**config.mk**
```make
export PLATFORM = sky130hd
export DESIGN_NAME = instr_fetch_flat
export DESIGN_NICKNAME = d
export VERILOG_FILES = /design/src/rtl/instr_fetch_if.sv /design/src/rtl/instr_fetch.sv /design/src/flat_wrapper.sv
export SDC_FILE = /design/constraint.sdc
export NUM_CORES = 2
export LEC_CHECK = 0
export CAP_MARGIN = 20
export CORE_UTILIZATION = 46
export CTS_CLUSTER_SIZE = 20
export DETAILED_ROUTE_END_ITERATION = 7
export HOLD_SLACK_MARGIN = 0.06
export PLACE_DENSITY = 0.68
export SLEW_MARGIN = 20
export SYNTH_ARGS = -nofsm -noshare
export SYNTH_HDL_FRONTEND = slang
export SYNTH_SLANG_ARGS = --single-unit
```
**constraint.sdc**
```tcl
create_clock -name clock -period 4.65 [get_ports clock]
set_clock_uncertainty 0.2 [all_clocks]
set_input_delay 0.93 -clock clock [delete_from_list [all_inputs] [get_ports clock]]
set_output_delay 0.93 -clock clock [all_outputs]
set_load 0.01 [all_outputs]
```
**src/rtl/instr_fetch_if.sv**
```systemverilog
// Fetch-unit bus: program load port, execute-core redirect path and
// the instruction/commit outputs presented to the execute core.
interface instr_fetch_if #(
    parameter int AW = 6
);
    logic          start;
    logic          prog_we;
    logic [AW-1:0] prog_addr;
    logic [31:0]   prog_data;
    logic          redirect;
    logic [31:0]   redirect_pc;
    logic [31:0]   instruction;
    logic          write_enable;
    logic [AW-1:0] pc;
    logic          busy;
    logic          done;
    logic          error;

    modport master (
        output start, prog_we, prog_addr, prog_data, redirect, redirect_pc,
        input  instruction, write_enable, pc, busy, done, error
    );

    modport slave (
        input  start, prog_we, prog_addr, prog_data, redirect, redirect_pc,
        output instruction, write_enable, pc, busy, done, error
    );
endinterface

```
**src/rtl/instr_fetch.sv**
```systemverilog
// Instruction fetch unit: FETCH/SETUP/COMMIT sequencer over a private instruction RAM.
// Optional macro IFETCH_JUMP_DECODE_EN enables local decode of J/JAL targets.
module instr_fetch #(
    parameter int DEPTH = 64,
    parameter int AW    = 6
) (
    input  logic         clock,
    input  logic         reset,
    instr_fetch_if.slave bus
);
    typedef enum logic [2:0] {
        S_IDLE,
        S_FETCH,
        S_SETUP,
        S_COMMIT,
        S_DONE
    } state_t;

    localparam logic [AW-1:0] LAST_PC = AW'(DEPTH - 1);

    state_t        state_reg;
    logic [AW-1:0] pc_reg;
    logic [31:0]   instruction_reg;
    logic          write_enable_reg;
    logic          busy_reg;
    logic          done_reg;
    logic          error_reg;

    logic [31:0]   mem [DEPTH];

    logic          redirect_in_range;
    assign redirect_in_range = bus.redirect_pc < 32'(DEPTH);

`ifdef IFETCH_JUMP_DECODE_EN
    logic is_jump;
    assign is_jump = (instruction_reg[31:24] == 8'h01) || (instruction_reg[31:24] == 8'h02);
`endif

    // Program loads are only accepted while the sequencer is parked.
    always_ff @(posedge clock) begin
        if (!reset && bus.prog_we && !busy_reg) begin
            mem[bus.prog_addr] <= bus.prog_data;
        end
    end

    always_ff @(posedge clock) begin
        if (reset) begin
            state_reg        <= S_IDLE;
            pc_reg           <= '0;
            instruction_reg  <= '0;
            write_enable_reg <= 1'b0;
            busy_reg         <= 1'b0;
            done_reg         <= 1'b0;
            error_reg        <= 1'b0;
        end else begin
            case (state_reg)
                S_IDLE, S_DONE: begin
                    if (bus.start) begin
                        state_reg <= S_FETCH;
                        pc_reg    <= '0;
                        busy_reg  <= 1'b1;
                        done_reg  <= 1'b0;
                        error_reg <= 1'b0;
                    end
                end
                S_FETCH: begin
                    instruction_reg <= mem[pc_reg];
                    state_reg       <= S_SETUP;
                end
                S_SETUP: begin
                    write_enable_reg <= 1'b1;
                    state_reg        <= S_COMMIT;
                end
                S_COMMIT: begin
                    write_enable_reg <= 1'b0;
                    instruction_reg  <= '0;
                    state_reg        <= S_FETCH;
                    if (bus.redirect && redirect_in_range) begin
                        pc_reg <= bus.redirect_pc[AW-1:0];
                    end else if (bus.redirect) begin
                        error_reg <= 1'b1;
                        state_reg <= S_DONE;
                        busy_reg  <= 1'b0;
                        done_reg  <= 1'b1;
`ifdef IFETCH_JUMP_DECODE_EN
                    end else if (is_jump) begin
                        pc_reg <= instruction_reg[AW-1:0];
`endif
                    end else if (instruction_reg == 32'h0000_0000 || pc_reg == LAST_PC) begin
                        // Halt word or end of memory: no wrap back to address 0.
                        state_reg <= S_DONE;
                        busy_reg  <= 1'b0;
                        done_reg  <= 1'b1;
                    end else begin
                        pc_reg <= pc_reg + AW'(1);
                    end
                end
                default: begin
                    state_reg <= S_IDLE;
                end
            endcase
        end
    end

    assign bus.instruction  = instruction_reg;
    assign bus.write_enable = write_enable_reg;
    assign bus.pc           = pc_reg;
    assign bus.busy         = busy_reg;
    assign bus.done         = done_reg;
    assign bus.error        = error_reg;
endmodule

```
**src/flat_wrapper.sv**
```systemverilog
// flat-port wrapper written by rule: the top's interface ports become plain ports
module instr_fetch_flat 
#(
    parameter int DEPTH = 64,
    parameter int AW    = 6
)
  (clock, reset, bus_start, bus_prog_we, bus_prog_addr, bus_prog_data, bus_redirect, bus_redirect_pc, bus_instruction, bus_write_enable, bus_pc, bus_busy, bus_done, bus_error);
  instr_fetch_if #(.AW(AW)) bus_i ();
  input  logic clock;
  input  logic reset;
  input wire logic [$bits(bus_i.start)-1:0] bus_start;
  input wire logic [$bits(bus_i.prog_we)-1:0] bus_prog_we;
  input wire logic [$bits(bus_i.prog_addr)-1:0] bus_prog_addr;
  input wire logic [$bits(bus_i.prog_data)-1:0] bus_prog_data;
  input wire logic [$bits(bus_i.redirect)-1:0] bus_redirect;
  input wire logic [$bits(bus_i.redirect_pc)-1:0] bus_redirect_pc;
  output wire logic [$bits(bus_i.instruction)-1:0] bus_instruction;
  output wire logic [$bits(bus_i.write_enable)-1:0] bus_write_enable;
  output wire logic [$bits(bus_i.pc)-1:0] bus_pc;
  output wire logic [$bits(bus_i.busy)-1:0] bus_busy;
  output wire logic [$bits(bus_i.done)-1:0] bus_done;
  output wire logic [$bits(bus_i.error)-1:0] bus_error;
  assign bus_i.start = bus_start;
  assign bus_i.prog_we = bus_prog_we;
  assign bus_i.prog_addr = bus_prog_addr;
  assign bus_i.prog_data = bus_prog_data;
  assign bus_i.redirect = bus_redirect;
  assign bus_i.redirect_pc = bus_redirect_pc;
  assign bus_instruction = bus_i.instruction;
  assign bus_write_enable = bus_i.write_enable;
  assign bus_pc = bus_i.pc;
  assign bus_busy = bus_i.busy;
  assign bus_done = bus_i.done;
  assign bus_error = bus_i.error;
  instr_fetch #(.DEPTH(DEPTH), .AW(AW)) u_core (.clock(clock), .reset(reset), .bus(bus_i));
endmodule
```
==> metrics.txt <==
Final GP Congestion=0.8878; Die ar.=0.1766 mm^2; critical path class=reg -> reg; final setup vio count=0; Antenna Nets Post-Route=0; first-pass GRT wire length=301200 um; # port buffers=116; CTS tree=yes; Hold Crit Start=bus_prog_data[28]; RSZ-0062 raised after global routing=no; Seq cells post-synth=around 2100; min Tclk post-route=approximately 3.7 ns; DRT Pass-1 Iters=5; Hold EP=u_core.mem[2][28]; Worst-Skew Late Latency=about 0.84 ns; via count=40690; Storage cell area=0.06254 mm^2; clock transition at the registers of the reported paths=0.06 ns; Leak=27.97 nW; Post-CTS Resized=0; Routed WL per cell=about 33 um; Slowest cell on crit path=dfxtp_4; DPL Wire Length=roughly 130000 um; multi-input logic area=0.01725 mm^2; worst-path cell chain=buf_12 -> inv_2 -> and2_0 -> a2111oi_0 -> a311o_1 -> a311oi_1 -> a32o_1; biggest area consumer among synthesized cells=edfxtp_1; Synth area leaders=edfxtp_1 76%, mux4_2 13%, mux2i_1 1.9%; IO Pins=117; status=completed; class of the worst hold path=in -> reg; largest net degree at the start of global routing=78; max reg flops=~2000; max incr delay on CP=approximately 0.81 ns; non-filler cells, final=6537; initial antenna violation count=9; clock buffer depth=3; gr usage total=approximately a quarter; Layout Utilization=53.29%; Detailed Route WL=213800 um; CP startpoint kind=flop; GRT Residual Overflow=0; total power=~0.039 W; # DRC=0; R2R Setup Slk=0.92 ns; Critical Path RT=roughly 5.2 ns; final worst slack=0.9183 ns; die width=~420 um; Reg2Reg Capture Point=u_core.bus.instruction[15]; Synth Area per Inst=21.62 um^2; ys async rst share=0%; post-place setup slack=0.6226 ns; Setup Buffers After CTS=0; peak supply drop=0.3096 mV; row count=153; setup TNS=0 ns; FMAX=268.0 MHz; CTS Root Buffer Type=clkbuf_16; commonest register cell after synthesis=edfxtp_1; Cell variety after synth=64; layout cell share with drive strength beyond 1=26.48%; nets=4119; Max Fanout on Critical Path=37; Slew HR=17.22%; TritonCTS Buffers=202; WP data arrival=roughly 4.3 ns; Cell Pwr Density=between 400 and 500 mW/mm^2; Synth Instances=3721; DP Cell Count=between 6000 and 7000; Initial Util=46.28%; Core ar.=0.1738 mm^2; crit end category=flop; post-synthesis sequential area ratio=77.72%; final max-slew violation count=0; Via density=6.224; synthesized cell area=around 0.080 mm^2; H-tree depth=4; final hold violations=0; Reg2Reg Depth=7; fin crit share=80.25%; synthesis-to-finish area growth=15.14%; Post-synth EDFFs=2048; YS warnings=0; share of the synthesized area in the top cell type=76.45%; die height=420.2 um; hold path depth=1; drt initial violations=between 5000 and 6000; maxcap violations=0; CTS Hold Bufs=0; worst slew pin tran=1.239 ns; Sink Count=about 2100; syn_nets=3797; number of global-route vias before repair=40220; final-layout fill cell count=13220
how the worst max path moves through the flow:
stage | from | end | slack [ns]
6_report | flop | u_core.bus.instruction[15] | 0.92
5_1_grt | flop | u_core.bus.instruction[15] | 0.89
4_1_cts | flop | u_core.bus.instruction[15] | 0.86
3_5_place_dp | reset | u_core.mem[6][27] | 0.62
3_3_place_gp | reset | u_core.mem[17][27] | 0.59
2_1_floorplan | reset | u_core.mem[30][0] | 0.76
report_power, final:
part,internal [W],total (W),switching [W]
Sequential,0.0208,0.0209,0.000123
Combinational,0.000446,0.00125,0.000808
Clock,0.00935,0.0163,0.00697
area by class of cell:
| type | count | area share (%) |
|---|---|---|
| sequential | 2099 | 67.52 |
| clock buffer | 258 | 5.973 |
| antenna | 1 | 0.002702 |
| timing repair buffer | 319 | 3.526 |
| tap | 2325 | 3.141 |
| inverter | 7 | 0.02837 |
| clock inverter | 114 | 1.181 |
| multi-input combinational | 1414 | 18.63 |
synth_stat cells, drive strengths merged (8+ instances only):
cell type / instances
nor3: 14
a31oi: 17
nand2: 135
o21ai: 40
buf: 151
a32o: 13
o22ai: 36
o2111ai: 13
dfxtp: 51
a2111oi: 8
o221ai: 16
nand2b: 15
mux4: 466
edfxtp: 2048
and3: 11
and2: 12
a221oi: 15
a211oi: 8
mux2i: 152
a21oi: 67
nor2b: 20
a22oi: 88
mux2: 26
o211ai: 11
clkbuf: 50
nor4: 17
nand3: 45
nor2: 111
cell families after synthesis:
group	share of synthesized area (%)
AOI/OAI and AO/OA	3.058
buffers and inverters	1.465
and+or+nand+nor	2.408
muxes	15.30
adders and majority gates	0.01555
xor gates and xnor gates	0.03267
DFF	77.72
layout by cell type, fill, tap and decap left out, types with 14 or more instances in the layout:
| cell type | instances |
|---|---|
| nand3_1 | 45 |
| mux2_2 | 26 |
| o22ai_1 | 36 |
| nor2_1 | 43 |
| clkbuf_1 | 36 |
| buf_12 | 57 |
| a21oi_1 | 67 |
| a22oi_1 | 88 |
| bufinv_16 | 17 |
| dfxtp_1 | 46 |
| clkbuf_8 | 14 |
| nor2_4 | 65 |
| buf_2 | 21 |
| nor4_1 | 17 |
| clkdlybuf4s50_1 | 84 |
| a221oi_1 | 15 |
| clkinv_2 | 37 |
| mux4_2 | 466 |
| edfxtp_1 | 2048 |
| clkinv_1 | 40 |
| o221ai_1 | 16 |
| nand2_1 | 135 |
| mux2i_1 | 152 |
| nand2b_1 | 15 |
| buf_4 | 157 |
| nor2b_1 | 16 |
| a31oi_1 | 17 |
| o21ai_0 | 37 |
| clkbuf_16 | 208 |
metrics by stage:
stage / hold slack (ns) / instance area (um^2)
4_1_cts: 0.1020 / 92580
6_report: 0.1426 / 92620
2_1_floorplan: 0.2624 / 80440
5_1_grt: 0.1283 / 92620
3_5_place_dp: 0.3011 / 85950
3_3_place_gp: 0.2851 / 85950
worst max-delay path, delay by kind of cell, from the launching register on:
family	cells	cell delay (ns)
AOI/OAI and AO/OA	4	1.46
DFF	1	0.81
buffers and inverters	2	0.79
and+or+nand+nor	1	0.29
layer usage:
| layer | wire (um) | track usage [%] |
|---|---|---|
| met4 | 9581 | 10.55 |
| met2 | 102700 | 38.50 |
| met3 | 19060 | 4.546 |
| met5 | 18 | 0 |
| met1 | 82420 | 33.16 |
(Power assumes the default switching activity.)
